==> src/rtl/cp0_commit.sv <==
// CP0 register file and precise-exception commit unit at the write-back end of the pipeline.
// Records exceptions/ERET, runs Count/Compare, and raises a combinational flush with the redirect PC.
module cp0_commit #(
  parameter logic [31:0] EXC_VECTOR = 32'hBFC00380,
  parameter int          COUNT_DIV  = 2
) (
  input  logic        clk,
  input  logic        reset,
  input  logic        wb_valid,
  input  logic [31:0] wb_pc,
  input  logic        wb_cp0_ex,
  input  logic [4:0]  wb_excode,
  input  logic [31:0] wb_badvaddr,
  input  logic        wb_bd,
  input  logic        wb_cp0_we,
  input  logic [4:0]  wb_cp0_addr,
  input  logic [31:0] wb_wdata,
  input  logic        wb_eret,
  input  logic [5:0]  ext_int,
  input  logic [4:0]  cp0_raddr,
  output logic [31:0] cp0_rdata,
  output logic        int_flush,
  output logic [31:0] flush_pc,
  output logic [31:0] cp0_status,
  output logic [31:0] cp0_cause,
  output logic [31:0] cp0_epc
);

  localparam logic [4:0] ADDR_BADVADDR = 5'd8;
  localparam logic [4:0] ADDR_COUNT    = 5'd9;
  localparam logic [4:0] ADDR_COMPARE  = 5'd11;
  localparam logic [4:0] ADDR_STATUS   = 5'd12;
  localparam logic [4:0] ADDR_CAUSE    = 5'd13;
  localparam logic [4:0] ADDR_EPC      = 5'd14;
  localparam logic [3:0] DIV_LAST      = 4'(COUNT_DIV - 1);

  logic [7:0]  im;
  logic        exl;
  logic        ie;
  logic        bd;
  logic        ti;
  logic [5:0]  ip_hw;
  logic [1:0]  ip_sw;
  logic [4:0]  exc_code;
  logic [31:0] epc;
  logic [31:0] badvaddr;
  logic [31:0] count;
  logic [31:0] compare;
  logic [3:0]  div;

  logic [7:0]  ip;
  logic        int_pending;
  logic        take_exc;
  logic        take_eret;
  logic        take_mtc0;
  logic [4:0]  commit_code;
  logic        ti_set;
  logic        ti_next;

  assign ip          = {ip_hw, ip_sw};
  assign int_pending = ie & ~exl & (|(im & ip));

  // Exception (incl. interrupt) outranks ERET, which outranks MTC0.
  assign take_exc    = wb_valid & (wb_cp0_ex | int_pending);
  assign take_eret   = wb_valid & ~take_exc & wb_eret;
  assign take_mtc0   = wb_valid & ~take_exc & ~wb_eret & wb_cp0_we;
  assign commit_code = int_pending ? 5'd0 : wb_excode;

  // MTC0 Compare clears TI and wins over a same-cycle match.
  assign ti_set  = (count == compare) && (compare != 32'd0);
  assign ti_next = (take_mtc0 && wb_cp0_addr == ADDR_COMPARE) ? 1'b0 : (ti | ti_set);

  assign cp0_status = {9'd0, 1'b1, 6'd0, im, 6'd0, exl, ie};
  assign cp0_cause  = {bd, ti, 14'd0, ip, 1'b0, exc_code, 2'b00};
  assign cp0_epc    = epc;

  assign int_flush = ~reset & (take_exc | take_eret);

  always_comb begin
    flush_pc = 32'd0;
    if (int_flush) flush_pc = take_exc ? EXC_VECTOR : epc;
  end

  always_comb begin
    cp0_rdata = 32'd0;
    case (cp0_raddr)
      ADDR_BADVADDR: cp0_rdata = badvaddr;
      ADDR_COUNT:    cp0_rdata = count;
      ADDR_COMPARE:  cp0_rdata = compare;
      ADDR_STATUS:   cp0_rdata = cp0_status;
      ADDR_CAUSE:    cp0_rdata = cp0_cause;
      ADDR_EPC:      cp0_rdata = epc;
      default:       cp0_rdata = 32'd0;
    endcase
  end

  always_ff @(posedge clk) begin
    if (reset) begin
      im       <= 8'd0;
      exl      <= 1'b0;
      ie       <= 1'b0;
      bd       <= 1'b0;
      ti       <= 1'b0;
      ip_hw    <= 6'd0;
      ip_sw    <= 2'd0;
      exc_code <= 5'd0;
      epc      <= 32'd0;
      badvaddr <= 32'd0;
      count    <= 32'd0;
      compare  <= 32'd0;
      div      <= 4'd0;
    end else begin
      ti    <= ti_next;
      // The timer line uses the updated TI so a fresh match is visible as IP7 together with TI.
      ip_hw <= {ext_int[5] | ti_next, ext_int[4:0]};

      if (take_mtc0 && wb_cp0_addr == ADDR_COUNT) begin
        count <= wb_wdata;
        div   <= 4'd0;
      end else if (div == DIV_LAST) begin
        count <= count + 32'd1;
        div   <= 4'd0;
      end else begin
        div   <= div + 4'd1;
      end

      if (take_exc) begin
        if (!exl) begin
          epc <= wb_bd ? (wb_pc - 32'd4) : wb_pc;
          bd  <= wb_bd;
        end
        exl      <= 1'b1;
        exc_code <= commit_code;
        if (commit_code == 5'd4 || commit_code == 5'd5) badvaddr <= wb_badvaddr;
      end else if (take_eret) begin
        exl <= 1'b0;
      end else if (take_mtc0) begin
        case (wb_cp0_addr)
          ADDR_COMPARE: compare <= wb_wdata;
          ADDR_STATUS: begin
            im  <= wb_wdata[15:8];
            exl <= wb_wdata[1];
            ie  <= wb_wdata[0];
          end
          ADDR_CAUSE:   ip_sw <= wb_wdata[9:8];
          ADDR_EPC:     epc   <= wb_wdata;
          default: ;
        endcase
      end
    end
  end

endmodule

==> config.mk <==
export PLATFORM = sky130hd
export DESIGN_NAME = cp0_commit
export DESIGN_NICKNAME = d
export VERILOG_FILES = /design/src/rtl/cp0_commit.sv
export SDC_FILE = /design/constraint.sdc
export NUM_CORES = 1
export LEC_CHECK = 0
export CAP_MARGIN = 20
export CORE_MARGIN = 2
export CORE_UTILIZATION = 35
export CTS_CLUSTER_SIZE = 40
export DETAILED_ROUTE_END_ITERATION = 7
export GPL_TIMING_DRIVEN = 0
export SETUP_SLACK_MARGIN = 0.3
export SYNTH_ARGS = -nofsm -noshare
export SYNTH_HDL_FRONTEND = slang
export SYNTH_SLANG_ARGS = --single-unit
==> constraint.sdc <==
create_clock -name clk -period 2.9 [get_ports clk]
set_input_delay 0.435 -clock clk [delete_from_list [all_inputs] [get_ports clk]]
set_output_delay 0.435 -clock clk [all_outputs]
set_load 0.005 [all_outputs]
==> flow_metrics.env <==
export IMPL_async_reset_ff_share_pct=0
export IMPL_setup_viol=0
export IMPL_synthCells=1123
export IMPL_path_max_fanout=5
export IMPL_p_int_w=0.00392
export IMPL_cts_sinks=157
export IMPL_root_buffer="clkbuf_16"
export IMPL_status="completed"
export IMPL_drtAntennaViolNets=0
export IMPL_yosys_top_cells_count="dfxtp_1 (157), nand2_1 (136), nor2_1 (108)"
export IMPL_cpPeakStageDelay_ps=350
export IMPL_grt_overflow=0
export IMPL_port_buffers=242
export IMPL_yosysMostFrequentCell="dfxtp_1"
export IMPL_path_class="reg2out"
export IMPL_nets=1589
export IMPL_hold_viol=0
export IMPL_cts_buffers=17
export IMPL_vias=10200
export IMPL_grt_pass1_wl_um=61100
export IMPL_place_congestion=0.967
export IMPL_viasPerCell=5.63
export IMPL_cts_tree="built"
export IMPL_min_path_type="in2reg"
export IMPL_synthTopCellsByArea="dfxtp_1 (34%), xor2_1 (6.4%), nand2_1 (5.5%)"
export IMPL_drt_pass1_iter_count=6
export IMPL_switching_share_pct=27.7
export IMPL_fin_skew_ps=10.0
export IMPL_cts_buffer_depth=2
export IMPL_ctsHoldBuffers=0
export IMPL_avgSynthCellArea_um2=8.20
export IMPL_synth_area_um2=9210
export IMPL_maxSlewViolCount=0
export IMPL_drc=0
export IMPL_peakVddDrop_mv=0.400
export IMPL_rows=59
export IMPL_fmax_mhz=364
export IMPL_htreeDepth=4
export IMPL_period_share_pct=94.8
export IMPL_worst_setup_path_end_kind="output port"
export IMPL_fin_crit_ps=2750
export IMPL_die_w_um=166
export IMPL_worst_slew_pin_slew_ps=927
export IMPL_p_comb_share_pct=14.6
export IMPL_ys_flop_type="dfxtp_1"
export IMPL_die_h_um=166
export IMPL_pre_cts_ws_ps=-1280
export IMPL_coreArea_um2=25900
export IMPL_ys_ff_latch=157
export IMPL_worstPathArrival_ps=2310
export IMPL_area_growth_pct=47.0
export IMPL_drv_cap=0
export IMPL_path_delay_family="compound AO/OA/AOI/OAI gates"
export IMPL_routedWlPerCell_um=23.1
export IMPL_finish_utilization_pct=52.2
export IMPL_p_total_w=0.00541
export IMPL_synth_seq_area_share_pct=34.1
export IMPL_cp_required_ps=2470
export IMPL_p_leak_nw=5.62
export IMPL_worst_path_buf_inv=3
export IMPL_antenna_found_initial=2
export IMPL_grt_max_degree=17
export IMPL_rsz0062_at_grt="yes"
export IMPL_start_util_pct=35.5
export IMPL_ios=285
export IMPL_drive_above_1_share_pct=19.4
export IMPL_drt_iter0_drc=1148
export IMPL_cpMaxStageDelayCell="dfxtp_4"
export IMPL_cp_cell_sequence="a22oi_2 > nand2_2 > o211a_4 > or2_4 > buf_8 > o21a_4 > buf_6 > o21a_1 > buf_2"
export IMPL_yosysTopAreaCell="dfxtp_1"
export IMPL_grt_total_usage_pct=29.3
export IMPL_fillers=2482
export IMPL_switchingPower_w=0.00150
export IMPL_clk_pin_slew_worst_paths_ps=60
export IMPL_pwr_share_clk_pct=42.9
export IMPL_critPathLaunchType="flip-flop"
export IMPL_dp_hpwl_um=32300
export IMPL_holdWs_ps=424
export IMPL_die_area_um2=27600
export IMPL_yosys_area_top_type_share_pct=34.1
export IMPL_worst_slack_ps=151
export IMPL_p_seq_share_pct=42.5
export IMPL_yosysWarnings=0
export IMPL_grt_pass1_vias=9788
export IMPL_drt_wl_total_um=41800
export IMPL_synth_edf_count=0
export IMPL_maxSlewHeadroom_pct=38.2
export IMPL_ys_types=66
export IMPL_tns_ps=0
export IMPL_clk_latency_ps=440
export IMPL_power_density_nw_per_um2=400
[cell type report]
| type | count | area, um^2 | share of cell area [%] |
|---|---|---|---|
| timing repair buffer | 282 | 2710 | 20.0 |
| multi-input combinational | 863 | 5670 | 41.9 |
| sequential | 157 | 3160 | 23.4 |
| buffer | 127 | 922 | 6.82 |
| clock buffer | 18 | 439 | 3.25 |
| clock inverter | 14 | 158 | 1.17 |
| inverter | 13 | 48.8 | 0.361 |
| antenna | 1 | 2.50 | 0.0185 |
| tap | 335 | 419 | 3.10 |
[state kept, by name, indices dropped and copies added, names as in the netlist, 2 cells and up]
name and cells:
badvaddr 32, compare 32, count 32, cp0_epc 32, im 8, ip_hw 6
exc_code 5, div 4, ip_sw 2
[power groups by stage]
stage / clock network, W / registers, W / logic [W]
2_1_floorplan: 0 / 0.00230 / 0.000308
3_3_place_gp: 0 / 0.00234 / 0.000722
3_5_place_dp: 0 / 0.00234 / 0.000726
4_1_cts: 0.00232 / 0.00229 / 0.000770
5_1_grt: 0.00242 / 0.00230 / 0.000836
6_report: 0.00232 / 0.00230 / 0.000791
[layout by cell type, fill, tap and decap left out, types with 19 or more instances in the layout]
cell | synthesis | layout
nor4_1 | 27 | 25
o211ai_1 | 28 | 28
nand3_1 | 30 | 29
conb_1 | 2 | 39
buf_6 | 2 | 29
dlygate4sd2_1 | 0 | 24
xor2_1 | 67 | 67
a21oi_1 | 67 | 67
clkdlybuf4s50_1 | 0 | 172
a22oi_1 | 37 | 33
nor2_1 | 108 | 105
xnor2_1 | 19 | 19
nand4_1 | 21 | 21
clkbuf_16 | 0 | 22
buf_2 | 17 | 39
a211oi_2 | 21 | 21
clkbuf_1 | 61 | 40
nand2_1 | 136 | 134
mux2i_1 | 46 | 46
buf_4 | 43 | 69
dfxtp_1 | 157 | 147
[kinds of logic after synthesis]
kind of cell	Yosys count	share of synthesized area [%]
AND/OR/NAND/NOR	436	23.6
AO/OA/AOI/OAI	252	20.6
flip-flops	157	34.1
buffers and inverters	140	7.87
XOR/XNOR	86	8.18
multiplexers	46	5.00
adder cells (fa/ha/maj)	4	0.544
other	2	0.0816
[layer usage]
metal | part of all wire (%) | up-vias | global-route usage [%]
met1 | 41 | 4829 | 38.6
met4 | 3.9 | 2 | 11.5
met2 | 46 | 614 | 47.6
li1 | - | 4643 | -
met5 | 0.036 | - | 0
met3 | 9.2 | 105 | 5.39
[worst reg2reg max path: cells and delay by family, from the launching register on]
family                 cells  cell delay, ps
AO/OA/AOI/OAI              3             540
buffers and inverters      3             640
AND/OR/NAND/NOR            3             810
flip-flops                 1             350
[metrics by stage]
stage | area, um^2 | cells
after detailed placement | 12200 | 1737
after floorplan | 9340 | 1160
final | 13500 | 1810
after global routing | 13500 | 1810
after CTS | 13400 | 1805
after global placement | 12200 | 1737
[final timing paths]
kind,cells past startpoint,startpoint,slack (ps),endpoint
min,3,wb_bd,420,bd
min reg2reg,1,div[0],470,div[0]
max reg2reg,9,im[6],410,count[18]
max,9,im[6],150,flush_pc[9]
[timing repair]
item / in CTS / in global routing
hold endpoints to repair: 0 / 0
setup endpoints to repair: 65 / 93
pin swaps: 27 / 17
cloned: 4 / 0
gates resized for setup: 330 / 34
setup buffers: 32 / 3
No activity file was read; power rests on OpenSTA's default activity.
